File: src/rtl/fetch_stage_if.sv
// Fetch-stage bus: instruction-memory port, downstream controls and IF/ID outputs.
// master = fetch stage, slave = pipeline/memory side.
interface fetch_stage_if;
  logic [31:0] imem_addr;
  logic [31:0] imem_data;
  logic        stall;
  logic        redirect;
  logic [31:0] redirect_pc;
  logic        halt_in;
  logic        if_id_valid;
  logic [31:0] if_id_pc;
  logic [31:0] if_id_inst;
  logic        if_id_pred_taken;
  logic        fetch_halted;
  logic        fetch_fault;

  modport master (
    output imem_addr,
    input  imem_data,
    input  stall,
    input  redirect,
    input  redirect_pc,
    input  halt_in,
    output if_id_valid,
    output if_id_pc,
    output if_id_inst,
    output if_id_pred_taken,
    output fetch_halted,
    output fetch_fault
  );

  modport slave (
    input  imem_addr,
    output imem_data,
    output stall,
    output redirect,
    output redirect_pc,
    output halt_in,
    input  if_id_valid,
    input  if_id_pc,
    input  if_id_inst,
    input  if_id_pred_taken,
    input  fetch_halted,
    input  fetch_fault
  );
endinterface

File: src/rtl/fetch_stage.sv
// RV32I instruction-fetch stage: PC, imem address and IF/ID register with sticky HALT/FAULT.
// Optional static branch/jump prediction is enabled by defining STATIC_PREDICT_EN.
module fetch_stage #(
  parameter logic [31:0] RESET_PC = 32'h0000_0000,
  parameter logic [31:0] NOP_WORD = 32'h0000_0013
) (
  input  logic clk,
  input  logic rst,
  fetch_stage_if.master bus
);

  localparam logic [1:0] S_RUN   = 2'd0;
  localparam logic [1:0] S_HALT  = 2'd1;
  localparam logic [1:0] S_FAULT = 2'd2;

  logic [1:0]  state_q, state_d;
  logic [31:0] pc_q, pc_d;
  logic        valid_q, valid_d;
  logic [31:0] ifpc_q, ifpc_d;
  logic [31:0] inst_q, inst_d;
  logic        pred_q, pred_d;

  logic [31:0] seq_pc;
  logic        predict_taken;
  logic [31:0] predict_target;

  assign seq_pc = pc_q + 32'd4;

`ifdef STATIC_PREDICT_EN
  logic [6:0]  opcode;
  logic [31:0] b_imm;
  logic [31:0] j_imm;
  logic        is_bwd_branch;
  logic        is_jal;

  assign opcode        = bus.imem_data[6:0];
  assign b_imm         = {{20{bus.imem_data[31]}}, bus.imem_data[7], bus.imem_data[30:25],
                          bus.imem_data[11:8], 1'b0};
  assign j_imm         = {{12{bus.imem_data[31]}}, bus.imem_data[19:12], bus.imem_data[20],
                          bus.imem_data[30:21], 1'b0};
  assign is_bwd_branch = (opcode == 7'b1100011) && bus.imem_data[31];
  assign is_jal        = (opcode == 7'b1101111);
  assign predict_taken = is_bwd_branch || is_jal;
  assign predict_target = pc_q + (is_jal ? j_imm : b_imm);
`else
  assign predict_taken  = 1'b0;
  assign predict_target = seq_pc;
`endif

  always_comb begin
    state_d = state_q;
    pc_d    = pc_q;
    valid_d = valid_q;
    ifpc_d  = ifpc_q;
    inst_d  = inst_q;
    pred_d  = pred_q;

    if (state_q != S_RUN) begin
      valid_d = 1'b0;
      ifpc_d  = '0;
      inst_d  = NOP_WORD;
      pred_d  = 1'b0;
    end else if (bus.redirect) begin
      // Redirect outranks stall and halt_in; a misaligned target faults with the PC held.
      valid_d = 1'b0;
      ifpc_d  = '0;
      inst_d  = NOP_WORD;
      pred_d  = 1'b0;
      if (bus.redirect_pc[1:0] != 2'b00) begin
        state_d = S_FAULT;
      end else begin
        pc_d = bus.redirect_pc;
      end
    end else if (bus.halt_in && !bus.stall) begin
      state_d = S_HALT;
      valid_d = 1'b0;
      ifpc_d  = '0;
      inst_d  = NOP_WORD;
      pred_d  = 1'b0;
    end else if (!bus.stall) begin
      valid_d = 1'b1;
      ifpc_d  = pc_q;
      inst_d  = bus.imem_data;
      pred_d  = predict_taken;
      pc_d    = predict_taken ? predict_target : seq_pc;
    end
  end

  always_ff @(posedge clk or negedge rst) begin
    if (!rst) begin
      state_q <= S_RUN;
      pc_q    <= RESET_PC;
      valid_q <= 1'b0;
      ifpc_q  <= '0;
      inst_q  <= NOP_WORD;
      pred_q  <= 1'b0;
    end else begin
      state_q <= state_d;
      pc_q    <= pc_d;
      valid_q <= valid_d;
      ifpc_q  <= ifpc_d;
      inst_q  <= inst_d;
      pred_q  <= pred_d;
    end
  end

  assign bus.imem_addr        = pc_q;
  assign bus.if_id_valid      = valid_q;
  assign bus.if_id_pc         = ifpc_q;
  assign bus.if_id_inst       = inst_q;
  assign bus.if_id_pred_taken = pred_q;
  assign bus.fetch_halted     = (state_q == S_HALT);
  assign bus.fetch_fault      = (state_q == S_FAULT);

endmodule

File: src/flat_wrapper.sv
// flat-port wrapper written by rule: the top's interface ports become plain ports
module fetch_stage_flat 
#(
  parameter logic [31:0] RESET_PC = 32'h0000_0000,
  parameter logic [31:0] NOP_WORD = 32'h0000_0013
)
  (clk, rst, bus_imem_addr, bus_imem_data, bus_stall, bus_redirect, bus_redirect_pc, bus_halt_in, bus_if_id_valid, bus_if_id_pc, bus_if_id_inst, bus_if_id_pred_taken, bus_fetch_halted, bus_fetch_fault);
  fetch_stage_if bus_i ();
  input  logic clk;
  input  logic rst;
  output wire logic [$bits(bus_i.imem_addr)-1:0] bus_imem_addr;
  input wire logic [$bits(bus_i.imem_data)-1:0] bus_imem_data;
  input wire logic [$bits(bus_i.stall)-1:0] bus_stall;
  input wire logic [$bits(bus_i.redirect)-1:0] bus_redirect;
  input wire logic [$bits(bus_i.redirect_pc)-1:0] bus_redirect_pc;
  input wire logic [$bits(bus_i.halt_in)-1:0] bus_halt_in;
  output wire logic [$bits(bus_i.if_id_valid)-1:0] bus_if_id_valid;
  output wire logic [$bits(bus_i.if_id_pc)-1:0] bus_if_id_pc;
  output wire logic [$bits(bus_i.if_id_inst)-1:0] bus_if_id_inst;
  output wire logic [$bits(bus_i.if_id_pred_taken)-1:0] bus_if_id_pred_taken;
  output wire logic [$bits(bus_i.fetch_halted)-1:0] bus_fetch_halted;
  output wire logic [$bits(bus_i.fetch_fault)-1:0] bus_fetch_fault;
  assign bus_imem_addr = bus_i.imem_addr;
  assign bus_i.imem_data = bus_imem_data;
  assign bus_i.stall = bus_stall;
  assign bus_i.redirect = bus_redirect;
  assign bus_i.redirect_pc = bus_redirect_pc;
  assign bus_i.halt_in = bus_halt_in;
  assign bus_if_id_valid = bus_i.if_id_valid;
  assign bus_if_id_pc = bus_i.if_id_pc;
  assign bus_if_id_inst = bus_i.if_id_inst;
  assign bus_if_id_pred_taken = bus_i.if_id_pred_taken;
  assign bus_fetch_halted = bus_i.fetch_halted;
  assign bus_fetch_fault = bus_i.fetch_fault;
  fetch_stage #(.RESET_PC(RESET_PC), .NOP_WORD(NOP_WORD)) u_core (.clk(clk), .rst(rst), .bus(bus_i));
endmodule
File: config.mk
export PLATFORM = sky130hd
export DESIGN_NAME = fetch_stage_flat
export DESIGN_NICKNAME = d
export VERILOG_FILES = /design/src/rtl/fetch_stage_if.sv /design/src/rtl/fetch_stage.sv /design/src/flat_wrapper.sv
export SDC_FILE = /design/constraint.sdc
export NUM_CORES = 1
export LEC_CHECK = 0
export CORE_UTILIZATION = 44
export DETAILED_ROUTE_END_ITERATION = 16
export PLACE_DENSITY_LB_ADDON = 0.2
export SYNTH_ARGS = -nofsm -noshare
export SYNTH_HDL_FRONTEND = slang
export SYNTH_SLANG_ARGS = --single-unit
File: constraint.sdc
create_clock -name clk -period 1.9 [get_ports clk]
set_input_delay 0.285 -clock clk [delete_from_list [all_inputs] [get_ports clk]]
set_output_delay 0.285 -clock clk [all_outputs]
set_load 0.02 [all_outputs]
==> impl_metrics.json <==
{
  "dieHeight_um": 102,
  "ys_ff_latch": 99,
  "fmax_mhz": 541,
  "layout-drive-gt1-share_pct": 15.3,
  "synth_cell_type_count": 63,
  "cts-htree-levels": 3,
  "grt_pass1_wl_mm": 21.2,
  "row_count": 36,
  "drt_iter0_drc": 244,
  "antenna_found_initial": 0,
  "dr.pass1.iters": 5,
  "crit_slowest_cell": "clkdlybuf4s50_1",
  "grt_max_degree": 56,
  "ant_nets": 0,
  "die-area_um2": 10500,
  "vias_per_cell": 5.65,
  "final_max_slew_viol_count": 0,
  "gp_congestion": 0.859,
  "postSynthAreaPerCell_um2": 11.0,
  "end_kind": "output port",
  "period_minus_slack_ps": 1850,
  "max_stage_delay_ps": 630,
  "vdd_drop_max_mv": 0.334,
  "p_leak_nw": 3.00,
  "final_cell_mix": "clkdlybuf4s50_1 (162), dfrtp_1 (96), a22o_1 (52), buf_4 (52), nand2_1 (46)",
  "postCtsSetupRepairBufs": 0,
  "multi_input_area_um2": 1820,
  "worstSkewPairLatency_ps": 370,
  "cp.required_ps": 1620,
  "num_antenna_cells": 0,
  "setup_viol": 0,
  "core-area_um2": 9770,
  "die_x_um": 102,
  "power.density_nw_per_um2": 602,
  "cts_buffer_depth": 2,
  "cp-start-kind": "flop",
  "synthesis.area_um2": 4440,
  "vias": 4224,
  "drcViolationCount": 0,
  "start_util_pct": 45.4,
  "io_pins": 169,
  "synthCells": 404,
  "cp_top_family": "buffers and inverters",
  "track_usage_pct": 26.6,
  "hold_violations": 0,
  "finClkSkew_ps": 10.4,
  "holdWs_ps": 419,
  "rsz0062_at_grt": "yes",
  "cts_sinks": 99,
  "numCtsBuffers": 9,
  "synthFlopType": "dfrtp_1",
  "grt_pass1_vias": 4190,
  "path_max_fanout": 4,
  "ys_warn_count": 0,
  "path_buf_inv": 2,
  "regArea_um2": 2480,
  "crit_chain": "buf_4 > clkdlybuf4s50_1",
  "synthesis.nets": 474,
  "final_nets": 680,
  "tns_ps": 0,
  "area_delta_synth_final_pct": 54.1,
  "clk_pin_slew_ps": 100,
  "finalCritPeriodShare_pct": 97.2,
  "ys_seq_area_share_pct": 55.9,
  "synthArstFlopShare_pct": 100,
  "crit_type": "flop to output port",
  "nFillCells": 758,
  "min_path_type": "primary input to async pin",
  "status": "complete, no violations",
  "arrival_ps": 1560,
  "root_buffer": "clkbuf_8",
  "io_buffers": 167,
  "synth_edf_count": 0,
  "final_common_cell": "clkdlybuf4s50_1",
  "drv_cap": 0,
  "cts_tree": "done",
  "wl_per_cell_um": 17.9,
  "grt-ovfl-total": 0,
  "wl_mm": 13.4,
  "hpwl_mm": 9.89
}
## flip-flops by register name (all words and copies together) (netlist names)
name                    cells
u_core.bus.if_id_inst      32
u_core.bus.imem_addr       32
u_core.state_q              2
u_core.bus.if_id_pc        32
u_core.bus.if_id_valid      1
## worst reg2reg max path, delay by kind of cell (launching register included)
family / cells / cell delay [ps]
buffers and inverters: 1 / 140
DFF: 1 / 370
and+or+nand+nor: 5 / 1260
## metal layers
metal	part of all wire [%]	GRT usage, %
met1	42	34.9
met2	47	41.9
met3	8.5	7.11
met4	2.1	10.9
met5	0	0
## worst paths after layout
check	startpoint	endpoint	slack (ps)	cells past startpoint
min reg2reg	u_core.bus.if_id_pc[24]$_DFFE_PN0P_	u_core.bus.if_id_pc[24]$_DFFE_PN0P_	480	2
min in group clk	bus_redirect_pc[5]	u_core.bus.imem_addr[5]$_DFFE_PN0P_	450	3
max in group asynchronous	rst	u_core.bus.imem_addr[20]$_DFFE_PN0P_	810	3
max	u_core.bus.imem_addr[4]$_DFFE_PN0P_	bus_imem_addr[4]	50	2
min	rst	u_core.bus.if_id_inst[23]$_DFFE_PN0P_	420	2
max reg2reg	u_core.bus.imem_addr[2]$_DFFE_PN0P_	u_core.bus.imem_addr[31]$_DFFE_PN0P_	80	6
## layout make-up
type | count | area share, %
inverters | 4 | 0.219
well taps | 133 | 2.43
repair buffers | 224 | 31.8
flip-flops and latches | 99 | 36.3
clock inverters | 4 | 0.476
multi-input cells | 272 | 26.6
clock buffers | 12 | 2.27
## stage by stage
step / std cells / area [um2] / power [mW] / util (%) / setup WS [ps]
4_1_cts: 748 / 6830 / 4.15 / 69.8 / 29.3
6_report: 748 / 6840 / 4.12 / 70.0 / 52.3
3_5_place_dp: 731 / 6630 / 2.86 / 67.8 / -327
5_1_grt: 748 / 6840 / 4.28 / 70.0 / -49.5
3_3_place_gp: 731 / 6630 / 2.85 / 67.8 / -248
2_1_floorplan: 404 / 4440 / 2.45 / - / 28.2
## cell families after synthesis
group / count (synthesis) / share of synthesized area [%]
AO/OA/AOI/OAI: 117 / 20.9
other: 1 / 0.0845
adder cells (fa/ha/maj): 1 / 0.282
XOR/XNOR: 1 / 0.197
AND/OR/NAND/NOR: 143 / 17.2
buffers and inverters: 33 / 3.33
flip-flops: 99 / 55.9
multiplexers: 9 / 2.06
## cell usage after synthesis (all sizes together) (2+ instances only)
master  count  area [um2]
nor4        5        61.3
and3        7        45.1
o22ai       3        18.8
o21bai      2        15.0
a22o       52         455
a221o       5        50.1
clkbuf     13        48.8
nand2      47         179
a32oi       2        17.5
a21oi       6        30.0
a22oi       5        37.5
and2        5        31.3
nor2b       2        12.5
nand4      11        75.1
a41o        2        21.3
o22a        3        26.3
a221oi      3        26.3
buf        16        83.8
nor2       25        96.4
o21a        2        15.0
nand3      23         138
dfstp       3        78.8
nor3b       2        20.0
inv         4        15.0
o21ai      18        90.1
dfrtp      96        2400
or3         4        25.0
nor3        6        35.0
a31oi       2        12.5
mux2i       8        80.1
o221a       4        45.0
## power by group
| part | switching [mW] | internal, mW | leakage (nW) | total (mW) |
|---|---|---|---|---|
| registers | 0.0512 | 2.16 | 1.33 | 2.21 |
| logic | 0.287 | 0.325 | 1.58 | 0.611 |
| clock network | 0.744 | 0.556 | 0.0892 | 1.30 |
| total | 1.08 | 3.04 | 3.00 | 4.12 |
## timing repair
| action | in CTS | in global routing |
|---|---|---|
| hold buffers | 1 | 0 |
| endpoints found under the hold margin | 32 | 0 |
| setup endpoints to repair | 0 | 16 |
| resized for setup | 0 | 5 |
Note: power is estimated with default switching activity, not from simulation.
